==> src/rtl/alu_op_issuer_pkg.sv <==
// Shared opcodes, FSM state encoding and widths for the ALU operation issuer.
package alu_issuer_pkg;

    localparam int unsigned OPC_W     = 4;
    localparam int unsigned OPCOUNT_W = 16;
    localparam int unsigned LAT_W     = 4;

    localparam logic [OPC_W-1:0] ADD     = 4'd0;
    localparam logic [OPC_W-1:0] SUB     = 4'd1;
    localparam logic [OPC_W-1:0] AND     = 4'd2;
    localparam logic [OPC_W-1:0] OR      = 4'd3;
    localparam logic [OPC_W-1:0] ROL     = 4'd4;
    localparam logic [OPC_W-1:0] PASSB   = 4'd5;
    localparam logic [OPC_W-1:0] ROR     = 4'd6;
    localparam logic [OPC_W-1:0] MUL     = 4'd7;
    localparam logic [OPC_W-1:0] OPC_MAX = 4'd7;

    typedef enum logic [1:0] {
        IDLE = 2'd0,
        EXEC = 2'd1,
        RESP = 2'd2
    } state_e;

    function automatic logic opc_legal(input logic [OPC_W-1:0] opc);
        return opc <= OPC_MAX;
    endfunction

endpackage

==> src/rtl/alu_op_issuer_if.sv <==
// Command, ALU-side and response signals of the issuer; slave = issuer view, master = fabric/ALU view.
interface alu_op_issuer_if #(
    parameter int unsigned WIDTH   = 128,
    parameter int unsigned SHIFT_W = 5,
    parameter int unsigned TAG_W   = 4
);
    logic               cmdValid;
    logic               cmdReady;
    logic [3:0]         cmdOpcode;
    logic [WIDTH-1:0]   cmdInput1;
    logic [WIDTH-1:0]   cmdInput2;
    logic [SHIFT_W-1:0] cmdShift;
    logic [TAG_W-1:0]   cmdTag;

    logic [3:0]         aluOpcode;
    logic [WIDTH-1:0]   aluInput1;
    logic [WIDTH-1:0]   aluInput2;
    logic [SHIFT_W-1:0] aluShiftValue;
    logic [WIDTH-1:0]   aluResult;
    logic               aluCarryFlag;

    logic               rspValid;
    logic               rspReady;
    logic [WIDTH-1:0]   rspResult;
    logic               rspCarry;
    logic [TAG_W-1:0]   rspTag;
    logic               rspError;

    modport slave (
        input  cmdValid, cmdOpcode, cmdInput1, cmdInput2, cmdShift, cmdTag,
        input  aluResult, aluCarryFlag, rspReady,
        output cmdReady, aluOpcode, aluInput1, aluInput2, aluShiftValue,
        output rspValid, rspResult, rspCarry, rspTag, rspError
    );

    modport master (
        output cmdValid, cmdOpcode, cmdInput1, cmdInput2, cmdShift, cmdTag,
        output aluResult, aluCarryFlag, rspReady,
        input  cmdReady, aluOpcode, aluInput1, aluInput2, aluShiftValue,
        input  rspValid, rspResult, rspCarry, rspTag, rspError
    );
endinterface

==> src/rtl/alu_op_issuer_timer.sv <==
// Loadable down-counter timing the ALU latency; done_c is high while the count is zero.
module alu_latency_timer #(
    parameter int unsigned LAT_W = 4
) (
    input  logic             clk,
    input  logic             rst,
    input  logic             load,
    input  logic [LAT_W-1:0] value,
    output logic             done_c
);
    logic [LAT_W-1:0] cnt_q;

    // Counts down to zero and parks there until the next load
    always_ff @(posedge clk) begin
        if (rst) begin
            cnt_q <= '0;
        end else if (load) begin
            cnt_q <= value;
        end else if (cnt_q != '0) begin
            cnt_q <= cnt_q - LAT_W'(1);
        end
    end

    assign done_c = (cnt_q == '0);
endmodule

==> src/rtl/alu_op_issuer.sv <==
// Issues one tagged operation at a time to a generated ALU and returns result/carry.
// Optional macro ALU_OPCODE_CHECK_EN: opcodes above OPC_MAX bypass the ALU and answer with rspError=1.
module alu_op_issuer
    import alu_issuer_pkg::*;
#(
    parameter int unsigned WIDTH       = 128,
    parameter int unsigned SHIFT_W     = 5,
    parameter int unsigned TAG_W       = 4,
    parameter int unsigned ALU_LATENCY = 0
) (
    input  logic                 clk,
    input  logic                 rst,
    alu_op_issuer_if.slave       bus,
    output logic [OPCOUNT_W-1:0] opCount
);
    localparam logic [LAT_W-1:0] LAT_LOAD = LAT_W'(ALU_LATENCY);

    state_e               state;
    logic [TAG_W-1:0]     tag_q;
    logic [OPCOUNT_W-1:0] op_cnt_q;
    logic                 accept_c;
    logic                 rsp_hs_c;
    logic                 lat_done_c;

    assign accept_c = (state == IDLE) && bus.cmdValid && bus.cmdReady;
    assign rsp_hs_c = bus.rspValid && bus.rspReady;
    assign opCount  = op_cnt_q;

    alu_latency_timer #(.LAT_W(LAT_W)) u_timer (
        .clk    (clk),
        .rst    (rst),
        .load   (accept_c),
        .value  (LAT_LOAD),
        .done_c (lat_done_c)
    );

`ifndef ALU_OPCODE_CHECK_EN
    assign bus.rspError = 1'b0;
`endif

    // Issue FSM; alu* only move on acceptance, rsp* only on capture
    always_ff @(posedge clk) begin
        if (rst) begin
            state             <= IDLE;
            bus.cmdReady      <= 1'b1;
            bus.aluOpcode     <= 4'd0;
            bus.aluInput1     <= WIDTH'(0);
            bus.aluInput2     <= WIDTH'(0);
            bus.aluShiftValue <= SHIFT_W'(0);
            bus.rspValid      <= 1'b0;
            bus.rspResult     <= WIDTH'(0);
            bus.rspCarry      <= 1'b0;
            bus.rspTag        <= TAG_W'(0);
`ifdef ALU_OPCODE_CHECK_EN
            bus.rspError      <= 1'b0;
`endif
            tag_q             <= TAG_W'(0);
            op_cnt_q          <= OPCOUNT_W'(0);
        end else begin
            op_cnt_q <= op_cnt_q + OPCOUNT_W'(rsp_hs_c);
            case (state)
                IDLE: begin
                    if (accept_c) begin
                        bus.cmdReady <= 1'b0;
                        tag_q        <= bus.cmdTag;
`ifdef ALU_OPCODE_CHECK_EN
                        if (!opc_legal(bus.cmdOpcode)) begin
                            bus.rspValid  <= 1'b1;
                            bus.rspResult <= WIDTH'(0);
                            bus.rspCarry  <= 1'b0;
                            bus.rspTag    <= bus.cmdTag;
                            bus.rspError  <= 1'b1;
                            state         <= RESP;
                        end else begin
`else
                        begin
`endif
                            bus.aluOpcode     <= bus.cmdOpcode;
                            bus.aluInput1     <= bus.cmdInput1;
                            bus.aluInput2     <= bus.cmdInput2;
                            bus.aluShiftValue <= bus.cmdShift;
                            state             <= EXEC;
                        end
                    end
                end
                EXEC: begin
                    if (lat_done_c) begin
                        bus.rspValid  <= 1'b1;
                        bus.rspResult <= bus.aluResult;
                        bus.rspCarry  <= bus.aluCarryFlag;
                        bus.rspTag    <= tag_q;
`ifdef ALU_OPCODE_CHECK_EN
                        bus.rspError  <= 1'b0;
`endif
                        state         <= RESP;
                    end
                end
                RESP: begin
                    if (rsp_hs_c) begin
                        bus.rspValid <= 1'b0;
                        bus.cmdReady <= 1'b1;
                        state        <= IDLE;
                    end
                end
                default: begin
                    bus.rspValid <= 1'b0;
                    bus.cmdReady <= 1'b1;
                    state        <= IDLE;
                end
            endcase
        end
    end
endmodule

==> src/flat_wrapper.sv <==
// flat-port wrapper written by rule: the top's interface ports become plain ports
module alu_op_issuer_flat import alu_issuer_pkg::*;
#(
    parameter int unsigned WIDTH       = 128,
    parameter int unsigned SHIFT_W     = 5,
    parameter int unsigned TAG_W       = 4,
    parameter int unsigned ALU_LATENCY = 0
)
  (clk, rst, opCount, bus_cmdValid, bus_cmdOpcode, bus_cmdInput1, bus_cmdInput2, bus_cmdShift, bus_cmdTag, bus_aluResult, bus_aluCarryFlag, bus_rspReady, bus_cmdReady, bus_aluOpcode, bus_aluInput1, bus_aluInput2, bus_aluShiftValue, bus_rspValid, bus_rspResult, bus_rspCarry, bus_rspTag, bus_rspError);
  alu_op_issuer_if #(.WIDTH(WIDTH), .SHIFT_W(SHIFT_W), .TAG_W(TAG_W)) bus_i ();
  input  logic clk;
  input  logic rst;
  output logic [OPCOUNT_W-1:0] opCount;
  input wire logic [$bits(bus_i.cmdValid)-1:0] bus_cmdValid;
  input wire logic [$bits(bus_i.cmdOpcode)-1:0] bus_cmdOpcode;
  input wire logic [$bits(bus_i.cmdInput1)-1:0] bus_cmdInput1;
  input wire logic [$bits(bus_i.cmdInput2)-1:0] bus_cmdInput2;
  input wire logic [$bits(bus_i.cmdShift)-1:0] bus_cmdShift;
  input wire logic [$bits(bus_i.cmdTag)-1:0] bus_cmdTag;
  input wire logic [$bits(bus_i.aluResult)-1:0] bus_aluResult;
  input wire logic [$bits(bus_i.aluCarryFlag)-1:0] bus_aluCarryFlag;
  input wire logic [$bits(bus_i.rspReady)-1:0] bus_rspReady;
  output wire logic [$bits(bus_i.cmdReady)-1:0] bus_cmdReady;
  output wire logic [$bits(bus_i.aluOpcode)-1:0] bus_aluOpcode;
  output wire logic [$bits(bus_i.aluInput1)-1:0] bus_aluInput1;
  output wire logic [$bits(bus_i.aluInput2)-1:0] bus_aluInput2;
  output wire logic [$bits(bus_i.aluShiftValue)-1:0] bus_aluShiftValue;
  output wire logic [$bits(bus_i.rspValid)-1:0] bus_rspValid;
  output wire logic [$bits(bus_i.rspResult)-1:0] bus_rspResult;
  output wire logic [$bits(bus_i.rspCarry)-1:0] bus_rspCarry;
  output wire logic [$bits(bus_i.rspTag)-1:0] bus_rspTag;
  output wire logic [$bits(bus_i.rspError)-1:0] bus_rspError;
  assign bus_i.cmdValid = bus_cmdValid;
  assign bus_i.cmdOpcode = bus_cmdOpcode;
  assign bus_i.cmdInput1 = bus_cmdInput1;
  assign bus_i.cmdInput2 = bus_cmdInput2;
  assign bus_i.cmdShift = bus_cmdShift;
  assign bus_i.cmdTag = bus_cmdTag;
  assign bus_i.aluResult = bus_aluResult;
  assign bus_i.aluCarryFlag = bus_aluCarryFlag;
  assign bus_i.rspReady = bus_rspReady;
  assign bus_cmdReady = bus_i.cmdReady;
  assign bus_aluOpcode = bus_i.aluOpcode;
  assign bus_aluInput1 = bus_i.aluInput1;
  assign bus_aluInput2 = bus_i.aluInput2;
  assign bus_aluShiftValue = bus_i.aluShiftValue;
  assign bus_rspValid = bus_i.rspValid;
  assign bus_rspResult = bus_i.rspResult;
  assign bus_rspCarry = bus_i.rspCarry;
  assign bus_rspTag = bus_i.rspTag;
  assign bus_rspError = bus_i.rspError;
  alu_op_issuer #(.WIDTH(WIDTH), .SHIFT_W(SHIFT_W), .TAG_W(TAG_W), .ALU_LATENCY(ALU_LATENCY)) u_core (.clk(clk), .rst(rst), .bus(bus_i), .opCount(opCount));
endmodule
==> config.mk <==
export PLATFORM = sky130hd
export DESIGN_NAME = alu_op_issuer_flat
export DESIGN_NICKNAME = d
export VERILOG_FILES = /design/src/rtl/alu_op_issuer_pkg.sv /design/src/rtl/alu_op_issuer_if.sv /design/src/rtl/alu_op_issuer_timer.sv /design/src/rtl/alu_op_issuer.sv /design/src/flat_wrapper.sv
export SDC_FILE = /design/constraint.sdc
export NUM_CORES = 1
export LEC_CHECK = 0
export ABC_AREA = 0
export CORE_AREA = 5 5 317 319
export CTS_CLUSTER_DIAMETER = 200
export DETAILED_ROUTE_END_ITERATION = 12
export DIE_AREA = 0 0 322 324
export DONT_BUFFER_PORTS = 1
export GPL_TIMING_DRIVEN = 0
export PLACE_DENSITY = 0.4
export SYNTH_ARGS = -nofsm -noshare
export SYNTH_HDL_FRONTEND = slang
export SYNTH_SLANG_ARGS = --single-unit
==> constraint.sdc <==
create_clock -name clk -period 2.2 [get_ports clk]
set_clock_uncertainty 0.15 [all_clocks]
set_input_delay 0.66 -clock clk [delete_from_list [all_inputs] [get_ports clk]]
set_output_delay 0.66 -clock clk [all_outputs]
set_load 0.005 [all_outputs]
==> results of run 1 <==
-- routing by layer --
| layer | up-vias | global-route usage [%] | wire, um |
|---|---|---|---|
| met5 | - | 0 | 47 |
| met1 | 6595 | 14.3 | 27200 |
| li1 | 6864 | - | - |
| met4 | 6 | 3.78 | 1990 |
| met2 | 620 | 22.5 | 36000 |
| met3 | 108 | 5.35 | 7470 |
-- metrics by stage --
step	hold WS [ns]	instances	TNS, ns	instance area (um^2)	total power [mW]
CTS	0.000411	3608	-0.191	21800	23.5
floorplan	0.282	1866	0	14700	11.9
finish	0.0652	3614	0	22000	23.2
global placement	0.305	3153	-420.00	16400	13.7
detailed placement	0.312	3153	-406.14	16400	13.7
global route	0.0182	3613	-0.0109	22000	24.5
-- logic make-up (layout without fill, tap and decap cells) --
group | Yosys count | after routing | synth area share [%]
xor gates and xnor gates | 13 | 13 | 0.772
adders and majority gates | 2 | 2 | 0.170
buffers and inverters | 144 | 603 | 4.32
AOI/OAI and AO/OA | 412 | 412 | 14.1
other | 1 | 3 | 0.0254
muxes | 3 | 3 | 0.229
DFF | 426 | 426 | 57.8
and+or+nand+nor | 865 | 865 | 22.6
-- timing repair --
| action | in CTS | in global routing |
|---|---|---|
| endpoints found under the hold margin | 357 | 0 |
| hold buffers | 357 | 0 |
| resized for setup | 66 | 83 |
| buffers inserted | 3 | 2 |
| gates cloned | 0 | 2 |
| pin swaps | 1 | 2 |
| endpoints found under the setup margin | 410 | 269 |
-- power by group --
| part | internal [mW] | total [mW] | leakage, nW | switching [mW] |
|---|---|---|---|---|
| clock network | 5.29 | 8.80 | 0.847 | 3.51 |
| logic | 1.83 | 4.68 | 3.51 | 2.85 |
| registers | 8.72 | 9.75 | 3.48 | 1.03 |
| total | 15.8 | 23.2 | 7.84 | 7.39 |
-- critical path, stage by stage, from the launching register on --
cell and delay [ns]:
dfxtp_1 0.33, inv_1 0.07, ha_2 0.19, or3b_4 0.41
nand3b_1 0.18, buf_6 0.16, buf_6 0.15, buf_4 0.19
nand2_1 0.08, a21oi_1 0.06
-- layout by cell type (no fill, tap or decap), drive strengths merged --
cell type,synthesis,layout
a2111oi,1,1
a211oi,1,1
a21oi,406,406
a31oi,1,1
and2,1,1
and4,1,1
buf,44,54
bufinv,0,5
clkbuf,95,169
clkinv,0,9
clkinvlp,0,2
conb,1,1
dfxtp,426,426
diode,0,2
dlygate4sd3,0,357
ha,2,2
inv,5,7
mux2,3,3
nand2,812,812
nand2b,1,1
nand3,7,7
nand3b,2,2
nand4,4,4
nor2,20,20
nor2b,4,4
nor3,7,7
nor3b,2,2
nor4,2,2
o21ai,1,1
o21ba,1,1
o21bai,1,1
or3,1,1
or3b,1,1
xnor2,8,8
xor2,5,5
-- worst paths after layout --
kind,startpoint,slack [ns],depth (start not counted),end
setup / recovery,u_core.u_timer.cnt_q[0],0.07,9,u_core.bus.rspResult[56]
hold / removal,bus_cmdInput2[51],0.07,2,u_core.bus.aluInput2[51]
setup reg to reg,u_core.u_timer.cnt_q[0],0.07,9,u_core.bus.rspResult[56]
hold reg to reg,u_core.tag_q[1],0.31,2,u_core.tag_q[1]
-- flip-flops by register name, summed over array words and instances, names as in the netlist --
signal,count
u_core.bus.aluInput2,128
u_core.bus.rspCarry,1
u_core.state,2
u_core.bus.rspResult,128
u_core.tag_q,4
u_core.bus.aluInput1,128
u_core.bus.cmdReady,1
u_core.bus.rspTag,4
u_core.bus.aluOpcode,4
u_core.bus.rspValid,1
u_core.bus.aluShiftValue,5
u_core.opCount,16
u_core.u_timer.cnt_q,4
-- cell type report --
cell class	count	area, um^2
multi-input combinational	1296	5650
buffer	137	820
timing repair buffer	364	3670
tap	1287	1610
sequential	426	8530
clock inverter	18	228
antenna	2	5.00
fill	10900	75500
clock buffer	79	1500
inverter	5	18.8
==> results.ini, run 1 <==
[outcome]
outcome=finished, final reports clean

[detailed_routing]
dr.pass1.iters=6
antenna_left=0
wirelength_um=72700
drc=0
vias=14200
first_iter_violations=615
route.detailed.vias_per_inst=3.93
wl_per_cell_um=20.1

[critical_path]
path_class=register to register
crit_path_max_fanout=10
crit_path_end_kind=register
cp.required_ns=2.51
start_kind=register
arrival_ns=2.43

[floorplan]
die_w_um=322
rows=115
io_pins=819
core_area_um2=97600
die_height_um=324
dieArea_um2=104000
initial_core_util_pct=15.1

[global_routing]
antenna_found_initial=8
gr-usage-all-layers_pct=12.8
grt_pass1_vias=14200
grt_max_degree=14
grt_overflow=0
grt_pass1_wl_um=99700

[clock_network]
clockRootBuffer=clkbuf_16
clk_latency_ns=0.61
cts_tree=done
cts-htree-levels=2
clk_path_buf_depth=3
clock-sinks=426
cts_inserted_buffers=52
clkTransAtPathRegs_ns=0.06

[yosys]
ys_async_sr_fraction_pct=0
syn-num-nets=2270
ys_ff_latch=426
syn_inst=1866
synth_flop_cell=dfxtp_1
ys_warn_count=0
synth.most_common_cell=nand2_1
syn_avg_cell_area_um2=7.90
ys_types=34
yosysTopAreaCell=dfxtp_1
yosysSeqAreaShare_pct=57.8
synth_common_cells=812 x nand2_1, 426 x dfxtp_1, 406 x a21oi_1
ys_top_cells_by_area=dfxtp_1 58%, nand2_1 21%, a21oi_1 14%
synth_area_um2=14700
synth_edf_count=0
synth_top_area_share_pct=57.8

[placed_design]
io_buffer_count=0
place_congestion=0.783
dp_hpwl_um=56400
dp_slack_ns=-1.45

[timing]
worstMarginPinSlew_ns=0.888
relSlewSlack_pct=40.8
period_needed_ns=2.13
setup_viol=0
setup_slack_ns=0.0744
rsz0062_at_grt=yes
hold_violations=0
fin_crit_sh_pct=96.6
drv_slew=0
max_freq_mhz=470

[flow_run]
drv_cap=0

[power_and_ir_drop]
ir_drop_mv=0.480
powerDensity_nw_per_um2=1050
total_leakage_power_nw=7.84

[final_layout]
syn_to_final_growth_pct=49.4
final_util_pct=22.6
drive_above_1_share_pct=8.52
nets=2686

[worst_hold_path]
hp-class=input pin to register

Power figures use the tool's default switching activity.
==> run 2, diff against run 1 <==
- CORE_AREA: 5 5 317 319 -> 5 5 318 320
- DIE_AREA: 0 0 322 324 -> 0 0 323 325
- SYNTH_HIERARCHICAL: unset -> 1
==> results.ini, run 2 <==
[timing]
setup_viol=0  ; unchanged
hold_violations=0  ; unchanged
rsz0062_at_grt=no
max_freq_mhz=479  ; +1.8%
worstMarginPinSlew_ns=1.18  ; +0.292 ns
fin_tns_setup_ns=0  ; unchanged
period_needed_ns=2.09  ; -0.0375 ns
relSlewSlack_pct=21.4  ; -19 points
fin_crit_sh_pct=94.9  ; -1.7 points
drv_slew=0  ; unchanged

[yosys]
syn_avg_cell_area_um2=7.93  ; +0.35%
ys_async_sr_fraction_pct=0  ; unchanged
ys_top_cells_by_area=dfxtp_1 57%, nand2_1 21%, a21oi_1 14%
synth_area_um2=14800  ; +0.67%
synth_common_cells=813 x nand2_1, 426 x dfxtp_1, 409 x a21oi_1
synth_edf_count=0  ; unchanged
synth.most_common_cell=nand2_1
ys_warn_count=6  ; +6
ys_ff_latch=426  ; unchanged
synth_top_area_share_pct=57.5  ; -0.39 points
syn_inst=1872  ; +0.32%
ys_types=35  ; +2.9%
synth_flop_cell=dfxtp_1
yosysSeqAreaShare_pct=57.5  ; -0.39 points
yosysTopAreaCell=dfxtp_1

[worst_hold_path]
hold_path_end=u_core/bus.rspResult[13]
hp-class=input pin to register
hold_depth=2  ; unchanged
worstHoldStart=bus_aluResult[13]

[clock_network]
clkTransAtPathRegs_ns=0.06  ; about the same
cts_tree=done
clk_path_buf_depth=3  ; unchanged
clock-sinks=426  ; unchanged
clockRootBuffer=clkbuf_16
clk_latency_ns=0.59  ; -0.02 ns
cts-htree-levels=2  ; unchanged
cts_inserted_buffers=52  ; unchanged

[critical_path]
start_kind=register
arrival_ns=2.41  ; -0.02 ns
cp_num_buf_inv=4  ; unchanged
critical-path-top-delay-family=simple AND/OR/NAND/NOR gates
crit_path_end_kind=register
r2r_end=u_core/bus.rspResult[65]
reg2reg_slack_ns=0.11  ; +0.04 ns
path_class=register to register
rr_worst_depth=10  ; +1
critPathSlowestCell=dfxtp_1
crit_path_max_incr_delay_ns=0.32  ; -0.09 ns
r2r-start=u_core/u_timer/cnt_q[0]
crit_path_max_fanout=10  ; unchanged
cp.required_ns=2.52  ; about the same
path_cells=inv_1 > ha_2 > nor3b_4 > nand2_2 > or2_1 > buf_6 > buf_8 > buf_4 > nand2_1 > a21oi_1

[power_and_ir_drop]
power.total_mw=22.8  ; -1.9%
powerDensity_nw_per_um2=1040  ; -1.1%
ir_drop_mv=0.566  ; +18%
p_int_mw=15.6  ; -1.5%
p_switching_mw=7.18  ; -2.9%
p_sw_share_pct=31.5  ; -0.31 points
clock_power_share_pct=38.2  ; +0.3 points
pwr-share-seq_pct=42.8  ; +0.8 points
p_comb_share_pct=19.0  ; -1.1 points
total_leakage_power_nw=7.72  ; -1.5%

[global_routing]
grt_pass1_wl_um=101000  ; +1.6%
gr-usage-all-layers_pct=13.0  ; +0.19 points
antenna_found_initial=5  ; -3
grt_overflow=0  ; unchanged
grt_max_degree=16  ; +2
grt_pass1_vias=14400  ; +1.9%

[final_layout]
final_cell_mix=812 x nand2_1, 418 x dfxtp_1, 409 x a21oi_1
syn_to_final_growth_pct=47.2
drive_above_1_share_pct=8.36  ; -0.15 points
layout_commonest_cell=nand2_1
nets=2684  ; -0.074%
stdcell_count=3613  ; -0.028%
reg_top3=u_core/bus.aluInput1 x128, u_core/bus.aluInput2 x128, u_core/bus.rspResult x128

[floorplan]
die_w_um=323  ; +0.31%
dieArea_um2=105000  ; +0.62%
die_height_um=325  ; +0.31%
initial_core_util_pct=15.2  ; +0.057 points
core_area_um2=97800  ; +0.29%
rows=115  ; unchanged
io_pins=819  ; unchanged

[placed_design]
io_buffer_count=0  ; unchanged
place_congestion=0.898  ; +15%
dp_hpwl_um=57400  ; +1.8%
dp.cells=3163  ; +0.32%

[detailed_routing]
drc=0  ; unchanged
wirelength_um=73000  ; +0.39%
first_iter_violations=622  ; +1.1%
antenna_left=0  ; unchanged
route.detailed.vias_per_inst=3.90  ; -0.62%
dr.pass1.iters=5  ; -1
vias=14100  ; -0.65%
wl_per_cell_um=20.2  ; +0.41%

[outcome]
outcome=finished, final reports clean

[flow_run]
drv_cap=0  ; unchanged

run 2: final cells by class:
type                    instances  area (um^2)
flip-flops and latches        426         8540
well taps                    1287         1610
clock buffers                  79         1520
plain buffers                 135          764
multi-input cells            1307         5660
repair buffers                349         3490
clock inverters                16          201
inverters                       8         42.5
diodes                          6         15.0
fillers                     11000        76000
run 2: through the flow:
| stage | setup WS [ns] | util, % | cell area [um^2] | hold WS (ns) |
|---|---|---|---|---|
| finish | 0.112 | 22.3 | 21800 | 0.0597 |
| global route | 0.000191 | 22.3 | 21800 | 0.00886 |
| CTS | 0.0150 | 22.2 | 21700 | 0.0000132 |
| detailed placement | -1.65 | 16.8 | 16500 | 0.296 |
| global placement | -1.57 | 16.8 | 16500 | 0.296 |
| floorplan | 0.218 | - | 14900 | 0.282 |
run 2: layer usage:
layer / GRT usage [%] / part of all wire, % / vias up
li1: - / - / 6865
met4: 4.09 / 3.0 / 4
met2: 22.6 / 48 / 563
met1: 13.8 / 37 / 6566
met3: 6.38 / 12 / 103
met5: 0 / 0.032 / -
run 2: logic make-up after synthesis:
| group | share of synthesized area, % |
|---|---|
| adder cells (fa/ha/maj) | 0.253 |
| multiplexers | 0.152 |
| other | 0.0253 |
| flip-flops | 57.5 |
| AND/OR/NAND/NOR | 22.7 |
| buffers and inverters | 4.59 |
| AO/OA/AOI/OAI | 14.1 |
| XOR/XNOR | 0.767 |
run 2: what timing repair did:
item,4_1_cts,5_1_grt
gates resized for setup,29,51
setup buffers,5,1
endpoints found under the hold margin,343,0
pin swaps,3,1
hold buffers,343,0
setup endpoints to repair,414,145
run 2: worst max-delay path by stage:
| stage | end | cells after the start | startpoint |
|---|---|---|---|
| finish | u_core/bus.rspResult[65] | 10 | u_core/u_timer/cnt_q[0] |
| global route | u_core/bus.rspResult[58] | 10 | u_core/u_timer/cnt_q[0] |
| CTS | u_core/bus.rspResult[88] | 10 | u_core/u_timer/cnt_q[0] |
| detailed placement | u_core/bus.aluInput2[3] | 4 | rst |
| global placement | u_core/bus.aluInput2[3] | 4 | rst |
| floorplan | u_core/bus.rspResult[100] | 10 | u_core/u_timer/cnt_q[0] |
run 2: power groups by stage:
stage | logic, mW | clock network, mW | registers (mW)
2_1_floorplan | 2.47 | 0 | 9.44
3_5_place_dp | 3.66 | 0 | 9.95
4_1_cts | 4.33 | 9.06 | 9.79
3_3_place_gp | 3.64 | 0 | 9.96
6_report | 4.33 | 8.71 | 9.76
5_1_grt | 4.86 | 9.36 | 9.86
